$ cat src/rtl/trig_pkg.sv
`default_nettype none
// ============================================================================
// Module   : trig_pkg
// Purpose  : Shared types and widths for the FFT-bin trigger sequencer.
// Revision : 1.0
// ============================================================================
package trig_pkg;

    localparam int c_bin_w           = 8;
    localparam int c_mag_w           = 16;
    localparam int c_fft_len_default = 64;

    typedef enum logic [1:0] {
        ST_IDLE    = 2'd0,
        ST_ARMED   = 2'd1,
        ST_CONFIRM = 2'd2,
        ST_HOLDOFF = 2'd3
    } state_t;

    // Two's-complement absolute value; 0x8000 maps to 0x8000 as an unsigned magnitude.
    function automatic logic [c_mag_w-1:0] abs_mag(input logic [c_mag_w-1:0] v);
        return v[c_mag_w-1] ? c_mag_w'(~v + 1'b1) : v;
    endfunction

endpackage : trig_pkg
`default_nettype wire

$ cat src/rtl/bin_window_hit.sv
`default_nettype none
// ============================================================================
// Module   : bin_window_hit
// Purpose  : Combinational per-beat test: magnitude above threshold inside the bin window.
// Revision : 1.0
// ============================================================================
module bin_window_hit
    import trig_pkg::*;
#(
    parameter int FFT_LEN = c_fft_len_default
) (
    input  logic [c_mag_w-1:0] data,
    input  logic [c_bin_w-1:0] bin_idx,
    input  logic [c_mag_w-1:0] threshold,
    input  logic [5:0]         freq_bin,
    input  logic [1:0]         bin_span,
    output logic               hit
);

    logic [c_mag_w-1:0] w_mag;
    logic [c_bin_w-1:0] w_lo;
    logic [c_bin_w-1:0] w_hi;
    logic               w_in_fft;
    logic               w_in_window;

    assign w_mag = abs_mag(data);

    // Window bounds are widened to the bin-index width so freq_bin+bin_span never wraps.
    assign w_lo = {2'b00, freq_bin};
    assign w_hi = w_lo + {6'd0, bin_span};

    assign w_in_fft    = ({1'b0, bin_idx} < (c_bin_w + 1)'(FFT_LEN));
    assign w_in_window = (bin_idx >= w_lo) && (bin_idx <= w_hi);

    assign hit = (w_mag > threshold) && w_in_window && w_in_fft;

endmodule : bin_window_hit
`default_nettype wire

$ cat src/rtl/trigger_sequencer.sv
`default_nettype none
// ============================================================================
// Module   : trigger_sequencer
// Purpose  : Multi-frame confirm / holdoff trigger on a windowed FFT-bin magnitude.
// Revision : 1.0
// ============================================================================
module trigger_sequencer
    import trig_pkg::*;
#(
    parameter int FFT_LEN        = c_fft_len_default,
    parameter int CONFIRM_FRAMES = 3,
    parameter int HOLDOFF_FRAMES = 8
) (
    input  logic        clk,
    input  logic        reset_b,
    input  logic        arm,
    input  logic [31:0] s_tdata,
    input  logic        s_tvalid,
    input  logic        s_tlast,
    input  logic [15:0] s_tuser,
    input  logic [15:0] threshold,
    input  logic [5:0]  freq_bin,
    input  logic [1:0]  bin_span,
    output logic        s_tready,
    output logic        trigger_pulse,
    output logic        holdoff_active,
    output logic [1:0]  state_o,
    output logic [7:0]  frame_cnt
);

    localparam logic [3:0] c_confirm = 4'(CONFIRM_FRAMES);
    localparam logic [7:0] c_holdoff = 8'(HOLDOFF_FRAMES);

    state_t      r_state;
    logic        r_ready;
    logic        r_pulse;
    logic        r_holdoff;
    logic        r_hit_flag;
    logic        r_boundary;
    logic        r_synced;
    logic [3:0]  r_conf_cnt;
    logic [7:0]  r_hold_cnt;
    logic [7:0]  r_frame_cnt;

    logic        w_accept;
    logic        w_frame_end;
    logic        w_beat_hit;
    logic        w_frame_hit;
    logic [3:0]  w_conf_next;
    logic        w_unused_bits;

    assign w_unused_bits = ^{s_tdata[31:16], s_tuser[15:8]};

    bin_window_hit #(
        .FFT_LEN (FFT_LEN)
    ) u_bin_window_hit (
        .data      (s_tdata[c_mag_w-1:0]),
        .bin_idx   (s_tuser[c_bin_w-1:0]),
        .threshold (threshold),
        .freq_bin  (freq_bin),
        .bin_span  (bin_span),
        .hit       (w_beat_hit)
    );

    assign w_accept    = s_tvalid && r_ready;
    assign w_frame_end = w_accept && s_tlast;
    assign w_frame_hit = r_hit_flag || (w_accept && w_beat_hit);
    assign w_conf_next = ((r_state == ST_ARMED) ? 4'd0 : r_conf_cnt) + 4'd1;

    always_ff @(posedge clk or negedge reset_b) begin
        if (!reset_b) begin
            r_state     <= ST_IDLE;
            r_ready     <= 1'b0;
            r_pulse     <= 1'b0;
            r_holdoff   <= 1'b0;
            r_hit_flag  <= 1'b0;
            r_boundary  <= 1'b0;
            r_synced    <= 1'b0;
            r_conf_cnt  <= 4'd0;
            r_hold_cnt  <= 8'd0;
            r_frame_cnt <= 8'd0;
        end else begin
            r_ready <= 1'b1;
            r_pulse <= 1'b0;

            // Frame-boundary tracking runs even in IDLE so arming can tell whether a frame is open.
            if (w_accept) begin
                r_boundary <= s_tlast;
            end

            if (!arm) begin
                r_state     <= ST_IDLE;
                r_holdoff   <= 1'b0;
                r_hit_flag  <= 1'b0;
                r_synced    <= 1'b0;
                r_conf_cnt  <= 4'd0;
                r_hold_cnt  <= 8'd0;
                r_frame_cnt <= 8'd0;
            end else if (r_state == ST_IDLE) begin
                r_state    <= ST_ARMED;
                r_hit_flag <= 1'b0;
                r_synced   <= w_accept ? s_tlast : r_boundary;
            end else if (w_frame_end) begin
                r_hit_flag <= 1'b0;
                if (r_frame_cnt != 8'hFF) begin
                    r_frame_cnt <= r_frame_cnt + 8'd1;
                end

                if (!r_synced) begin
                    r_synced <= 1'b1;
                end else begin
                    case (r_state)
                        ST_ARMED, ST_CONFIRM: begin
                            if (!w_frame_hit) begin
                                r_state    <= ST_ARMED;
                                r_conf_cnt <= 4'd0;
                            end else if (w_conf_next == c_confirm) begin
                                r_pulse    <= 1'b1;
                                r_conf_cnt <= 4'd0;
                                r_hold_cnt <= 8'd0;
                                if (c_holdoff == 8'd0) begin
                                    r_state   <= ST_ARMED;
                                    r_holdoff <= 1'b0;
                                end else begin
                                    r_state   <= ST_HOLDOFF;
                                    r_holdoff <= 1'b1;
                                end
                            end else begin
                                r_state    <= ST_CONFIRM;
                                r_conf_cnt <= w_conf_next;
                            end
                        end
                        ST_HOLDOFF: begin
                            if (r_hold_cnt + 8'd1 == c_holdoff) begin
                                r_state    <= ST_ARMED;
                                r_holdoff  <= 1'b0;
                                r_hold_cnt <= 8'd0;
                            end else begin
                                r_hold_cnt <= r_hold_cnt + 8'd1;
                            end
                        end
                        default: begin
                            r_state <= ST_IDLE;
                        end
                    endcase
                end
            end else if (w_accept && w_beat_hit) begin
                r_hit_flag <= 1'b1;
            end
        end
    end

    assign s_tready       = r_ready;
    assign trigger_pulse  = r_pulse;
    assign holdoff_active = r_holdoff;
    assign state_o        = r_state;
    assign frame_cnt      = r_frame_cnt;

endmodule : trigger_sequencer
`default_nettype wire
$ cat config.mk
export PLATFORM = sky130hd
export DESIGN_NAME = trigger_sequencer
export DESIGN_NICKNAME = d
export VERILOG_FILES = /design/src/rtl/trig_pkg.sv /design/src/rtl/bin_window_hit.sv /design/src/rtl/trigger_sequencer.sv
export SDC_FILE = /design/constraint.sdc
export NUM_CORES = 1
export LEC_CHECK = 0
export CAP_MARGIN = 20
export CORE_MARGIN = 4
export CORE_UTILIZATION = 25
export DETAILED_ROUTE_END_ITERATION = 12
export GPL_TIMING_DRIVEN = 0
export PLACE_DENSITY_LB_ADDON = 0.15
export SYNTH_ARGS = -nofsm -noshare
export SYNTH_HDL_FRONTEND = slang
export SYNTH_HIERARCHICAL = 1
export SYNTH_SLANG_ARGS = --single-unit
$ cat constraint.sdc
create_clock -name clk -period 2.7 [get_ports clk]
set_input_delay 0.54 -clock clk [delete_from_list [all_inputs] [get_ports clk]]
set_output_delay 0.54 -clock clk [all_outputs]
set_load 0.005 [all_outputs]
# [Yosys cells after proc, flatten, opt, wreduce, memory -nomap -nowiden]
# Index checks and enable logic that the tools add are counted.
# W data, S select, Z words.
[totals] reg_bits=28 in_bits=77 out_inout_bits=13 word_cells=105
[op_classes] addsub=5 n_lt_le_gt_ge=4 n_eq_ne=19 muxes=52 n_bitwise=1 reduce_logical=14
[op_table] cell="$mux W8" count=11
[op_table] cell="$mux W4" count=8
[op_table] cell="$mux W1" count=23
[op_table] cell="$add A16 B1 Y16 const B" count=1
[op_table] cell="$add A8 B1 Y8 const B" count=2
[op_table] cell="$gt A16 B16 Y1" count=1
[op_table] cell="$mux W16" count=1
[op_table] cell="$not A16 Y16" count=1
[op_table] cell="$pmux W8 S2" count=1
[op_table] cell="$mux W2" count=6
[op_table] cell="$ne A3 B1 Y1 const B" count=3
[op_table] cell="$ne A3 B3 Y1 const B" count=3
[op_table] cell="$eq A8 B4 Y1 const B" count=1
[op_table] cell="$ge A8 B6 Y1" count=1
[op_table] cell="$le A8 B8 Y1" count=1
[op_table] cell="$lt A8 B7 Y1 const B" count=1
[op_table] cell="$ne A2 B1 Y1 const B" count=4
[op_table] cell="$ne A8 B8 Y1 const B" count=1
[op_table] cell="$add A6 B2 Y7" count=1
[op_table] cell="$reduce_and A7 Y1" count=1
[op_table] cell="$logic_and A1 B1 Y1" count=6
[op_table] cell="$reduce_and A3 Y1" count=2
[op_table] cell="$reduce_and A6 Y1" count=1
[op_table] cell="$add A4 B1 Y4 const B" count=1
[op_table] cell="other kinds (12)" count=13

# [Depth between registers and ports, before layout]
[logic_depth] depth_word=14 depth_mapped=18 depth_no_buf=18

# [By module]
# The synthesis kept the hierarchy.
[modules_own_cells] mod="trigger_sequencer" instances=1 cells_each=174 area_per_inst_um2=1656.6 seq_area_each_um2=700.7
[modules_own_cells] mod="bin_window_hit" instances=1 cells_each=152 area_per_inst_um2=1116.1 seq_area_each_um2=0.0

# [Worst setup path after synthesis]
# Ideal clock, no wire load.
[synth_path] path_type="in2reg" start="in s_tdata[9]" end="reg r_hold_cnt[3]" setup_ns=0.082 arrival_ns=3.762 required_time_ns=2.618 setup_slack_ns=-1.144 cell_stages=16 path_buffers=0 path_cell_list="or4_4 -> or2_4 -> o31ai_4 -> xnor2_1 -> ha_1 -> nand4_1 -> nor2_1 -> a221o_1 -> nor3_1 -> and4b_1 -> a31o_2 -> and2_4 -> a41oi_4 -> o21ai_4 -> a21boi_0 -> o22ai_1"
[synth_via] elab_chain_cells=10
[synth_lines] item="start: declaration" line="trigger_sequencer.sv:17" source="input logic [31:0] s_tdata,"
[synth_lines] item="$not A16 Y16" line="trig_pkg.sv:22" source="return v[c_mag_w-1] ? c_mag_w'(~v + 1'b1) : v;"
[synth_lines] item="$add A16 B1 Y16" line="trig_pkg.sv:22"
[synth_lines] item="$mux W16 (*)" line="trig_pkg.sv:22"
[synth_lines] item="$gt A16 B16 Y1 (*)" line="bin_window_hit.sv:35" source="assign hit = (w_mag > threshold) && w_in_window && w_in_fft;"
[synth_lines] item="$logic_and A1 B1 Y1 (*) (2 in series)" line="bin_window_hit.sv:35"
[synth_lines] item="via w_beat_hit" line="trigger_sequencer.sv:47" source="logic w_beat_hit;"
[synth_lines] item="$logic_and A1 B1 Y1 (*)" line="trigger_sequencer.sv:67" source="assign w_frame_hit = r_hit_flag || (w_accept && w_beat_hit);"
[synth_lines] item="$logic_or A1 B1 Y1 (*)" line="trigger_sequencer.sv:67"
[synth_lines] item="$ne A3 B3 Y1 (no source line) (*)"
[synth_lines] item="$reduce_and A6 Y1 (no source line) (*)"
[synth_lines] item="end signal: assignment" line="trigger_sequencer.sv:139" source="r_hold_cnt <= r_hold_cnt + 8'd1;"
[synth_lines] item="end: declaration" line="trigger_sequencer.sv:42" source="logic [7:0] r_hold_cnt;"
# Mark *: on every way through the listed nets, which the timed path passes. The rest lies on a longest branch.
# A chain may end at the register's enable or synchronous reset.

# [Worst setup path in the final report]
[layout_path] start="in s_tdata[8]" end="reg r_hold_cnt[7]"
# The elaborated chain is that of the path after synthesis.

==> summary.txt <==
Power
  • Leakage power summed over all cells: 0.00179 uW
  • Total chip power: 1170 uW
  • Ratio of total power to cell area: between 200 and 300 nW/um2
  • Maximum resistive drop on vdd: 233 uV

Timing
  • Post-route clock period utilization: 142%
  • Post-Route Skew: 9.31 ps
  • Max-slew violation total from the final report: 0
  • Worst slew margin relative to its limit: 57.7%
  • Endpoints failing setup: 17
  • Clock period minus worst slack: between 3000 and 4000 ps
  • Highest Clock Rate: 262 MHz
  • Crit path setup slack, layout: -1120 ps
  • Aggregate negative setup slack: -16400 ps
  • Total count of hold-check failures in the final report: 0
  • Least-Margin Pin Slew: approximately 630 ps
  • Setup repair after global routing missed its margin: yes

Placed design
  • Final weighted congestion in routability-driven placement: approximately 0.8
  • Half-perimeter wire length after placement: roughly 5600 um
  • Total placed instance area: 3630 um2
  • IO buf count: 65

Final layout
  • Final nets: 533
  • Total inserted antenna cells: 0
  • Cell area after layout: between 4000 and 5000 um2
  • Commonest non-fill, non-tap cell in the layout: sky130_fd_sc_hd__clkdlybuf4s50_1
  • Syn-to-layout area delta: 45.8%
  • Commonest cells after routing, fill and taps aside: sky130_fd_sc_hd__clkdlybuf4s50_1, sky130_fd_sc_hd__ha_1, sky130_fd_sc_hd__inv_1
  • Share of layout cells above drive strength 1: 20.5%

Clock network
  • Maximum count of clock buffers along a single path: 2
  • Number of buffers added to fix hold violations after cts: 0
  • TritonCTS sink count: 28
  • Clock insertion delay at the later pin of the skew report: roughly 280 ps
  • Total CTS buffers: 3
  • CTS tree: done
  • Root buffer selected by CTS: sky130_fd_sc_hd__clkbuf_8
  • CTS H-tree lvls: 1
  • Clock edge transition at the registers on the reported setup and hold paths: approximately 110 ps

Logic synthesis
  • Gate Count Post-Synth: around 330
  • Number of enable-type register cells in the synthesized netlist: 0
  • Number of warning messages in the yosys log: 6
  • Top cells by area, synth: sky130_fd_sc_hd__dfrtp_1, sky130_fd_sc_hd__ha_1, sky130_fd_sc_hd__xnor2_1, sky130_fd_sc_hd__inv_1, sky130_fd_sc_hd__nand3_1
  • Mapped Nets: around 440
  • Post-synth top area cell: sky130_fd_sc_hd__dfrtp_1
  • Predominant post-synthesis flop cell: sky130_fd_sc_hd__dfrtp_1
  • Syn_area_per_cell: ~8.5 um2
  • Post-Synthesis Cell Area: ~2800 um2
  • Proportion of netlist area held by the largest area contributor: ~25%
  • Flops & latches, synth: 28
  • Number of different library cells in the post-synthesis netlist: 60
  • Seq/Total Area, Yosys: approximately 25%
  • FFs w/ async S/R, synth: 100%

Drt
  • Routed WL per cell: 12.7 um
  • Routed via count divided by cell count: 4.71
  • Remaining number of nets flagged by the antenna check after routing: 0
  • Detailed-route DRC error count: 0
  • Detailed Route WL: 7030 um
  • Iter 0 DRT Violations: ~120
  • Via count: ~2.6k
  • Number of iterations in the first detailed-routing pass: 4

GRT
  • Met3 track demand over resource in global routing: 1.39%
  • Sum of overflow across all layers after global routing: 0
  • Number of antenna violations at the first check in global routing: 0
  • First-pass GRT wire length: 12000 um
  • GRT Util Overall: roughly 11%
  • Maximum number of pins on one net before global-route repair: 20
  • Global routing usage on met2: between 15 and 20%
  • Number of global-route vias before repair: roughly 2.6k
  • Most Crowded Layer GR: met2
  • Grt met1 use: 14.6%

Critical path
  • Data arrival, critical path: around 4000 ps
  • Kind of start point of the critical path: input port
  • Data required time at the worst endpoint: 2850 ps
  • Worst setup path category: in -> reg
  • Maximum fanout along the worst path: 5
  • Crit. End Element: flip-flop

Floorplanning
  • Core box area: between 10000 and 15000 um2
  • Row Count: 38
  • Die area: between 10000 and 15000 um2
  • Horizontal die dimension: ~110 um
  • Die span in y: approximately 110 um
  • IO Pins: 90
  • Effective utilization at floorplan: roughly a quarter

Status
  • Result of the run: complete, but fails checks
  • Failing checks: negative setup slack

Run
  • Number of maximum-capacitance constraint violations: 0

Worst hold path
  • Classification of the worst-slack hold path: reg -> reg
kinds of logic (layout without fill, tap and decap cells):
logic type	after synthesis	count (layout)	share of synthesized area, %
compound gates	64	64	17.7
xor+xnor	24	24	7.85
fa+ha+maj	40	40	18.3
buf+inv	39	128	5.64
flops	28	28	25.3
mux	5	5	1.99
other cells	1	1	0.135
simple gates	125	125	23.1
Yosys cell counts, types with 3 or more instances:
library cell,count
sky130_fd_sc_hd__nor2_1,25
sky130_fd_sc_hd__nor2b_1,6
sky130_fd_sc_hd__dfrtp_1,28
sky130_fd_sc_hd__a211o_2,3
sky130_fd_sc_hd__xor2_1,8
sky130_fd_sc_hd__inv_1,34
sky130_fd_sc_hd__o41ai_1,3
sky130_fd_sc_hd__or2_2,3
sky130_fd_sc_hd__nor4_1,5
sky130_fd_sc_hd__xnor2_1,15
sky130_fd_sc_hd__nand4_1,8
sky130_fd_sc_hd__nor3_1,9
sky130_fd_sc_hd__o21ai_0,13
sky130_fd_sc_hd__nand3_1,22
sky130_fd_sc_hd__nand2_1,26
sky130_fd_sc_hd__ha_1,39
sky130_fd_sc_hd__nand2b_1,6
sky130_fd_sc_hd__a21oi_1,16
sky130_fd_sc_hd__mux2i_1,3
sky130_fd_sc_hd__and3_1,3
critical path, stage by stage:
cell                        delay [ps]
sky130_fd_sc_hd__buf_8             100
sky130_fd_sc_hd__or4_4             520
sky130_fd_sc_hd__or2_4             290
sky130_fd_sc_hd__o31ai_4           190
sky130_fd_sc_hd__xnor2_1           100
sky130_fd_sc_hd__ha_1              300
sky130_fd_sc_hd__nand4_1           150
sky130_fd_sc_hd__buf_4             180
sky130_fd_sc_hd__a2111oi_4         210
sky130_fd_sc_hd__nor3_2             80
sky130_fd_sc_hd__and4b_1           270
sky130_fd_sc_hd__a31o_4            150
sky130_fd_sc_hd__and2_4            150
sky130_fd_sc_hd__a41oi_4           140
sky130_fd_sc_hd__buf_6             170
sky130_fd_sc_hd__a211o_2           270
sky130_fd_sc_hd__nand3_2            90
sky130_fd_sc_hd__o41ai_4            70
sequential cells by signal, indices dropped and copies added (netlist names):
name,count
frame_cnt,8
r_hold_cnt,8
r_conf_cnt,4
state_o,2
holdoff_active,1
r_boundary,1
r_hit_flag,1
r_synced,1
s_tready,1
trigger_pulse,1
power breakdown:
part           total [uW]  switching (uW)  internal (uW)
combinational         378             178            200
sequential            444            13.6            431
clock                 343             145            199
cell type report:
type                            instances  area [um2]
Buffer                                  5        32.5
Clock buffer                            3        41.3
Clock inverter                          1        30.0
Fill cell                            1123        6800
Inverter                               34         128
Multi-Input combinational cell        259        2130
Sequential cell                        28         701
Tap cell                              140         175
Timing Repair Buffer                   85         810
worst paths after layout:
| path | startpoint | to | depth (start not counted) | slack [ps] |
|---|---|---|---|---|
| worst max-delay path | s_tdata[8] | r_hold_cnt[7]$_DFFE_PN0P_ | 18 | -1120 |
| worst min-delay path | r_boundary$_DFF_PN0_ | r_boundary$_DFF_PN0_ | 2 | 490 |
| worst max register to register | state_o[1]$_DFFE_PN0P_ | holdoff_active$_DFFE_PN0P_ | 9 | 230 |
| worst min register to register | r_boundary$_DFF_PN0_ | r_boundary$_DFF_PN0_ | 2 | 490 |
| max in group asynchronous | reset_b | r_boundary$_DFF_PN0_ | 2 | 1580 |
| min in group asynchronous | reset_b | r_hold_cnt[4]$_DFFE_PN0P_ | 1 | 620 |
per-layer routing:
metal  wire length [um]  vias to the layer above  share of wire (%)
li1                   -                     1340                  -
met1               3260                     1231                 46
met2               3510                       41                 50
met3                191                        4                2.7
met4                 59                        0               0.84
met5                  0                        -                  0
metrics by stage:
step                std cells  setup slack (ps)  utilization (%)  hold slack [ps]
CTS                       552             -1150             36.8              495
detailed placement        532             -2080             33.4              469
floorplan                 326             -1070                -              244
global placement          531             -2140             33.2              462
finish                    555             -1120             37.3              488
global route              555             -1270             37.3              531
timing repair:
item                                    CTS  global route
hold endpoints to repair                  0             0
pin swaps                                29             8
endpoints found under the setup margin   17            17
resized for setup                        78            12
buffers inserted                         16             3
(Power assumes the default switching activity.)
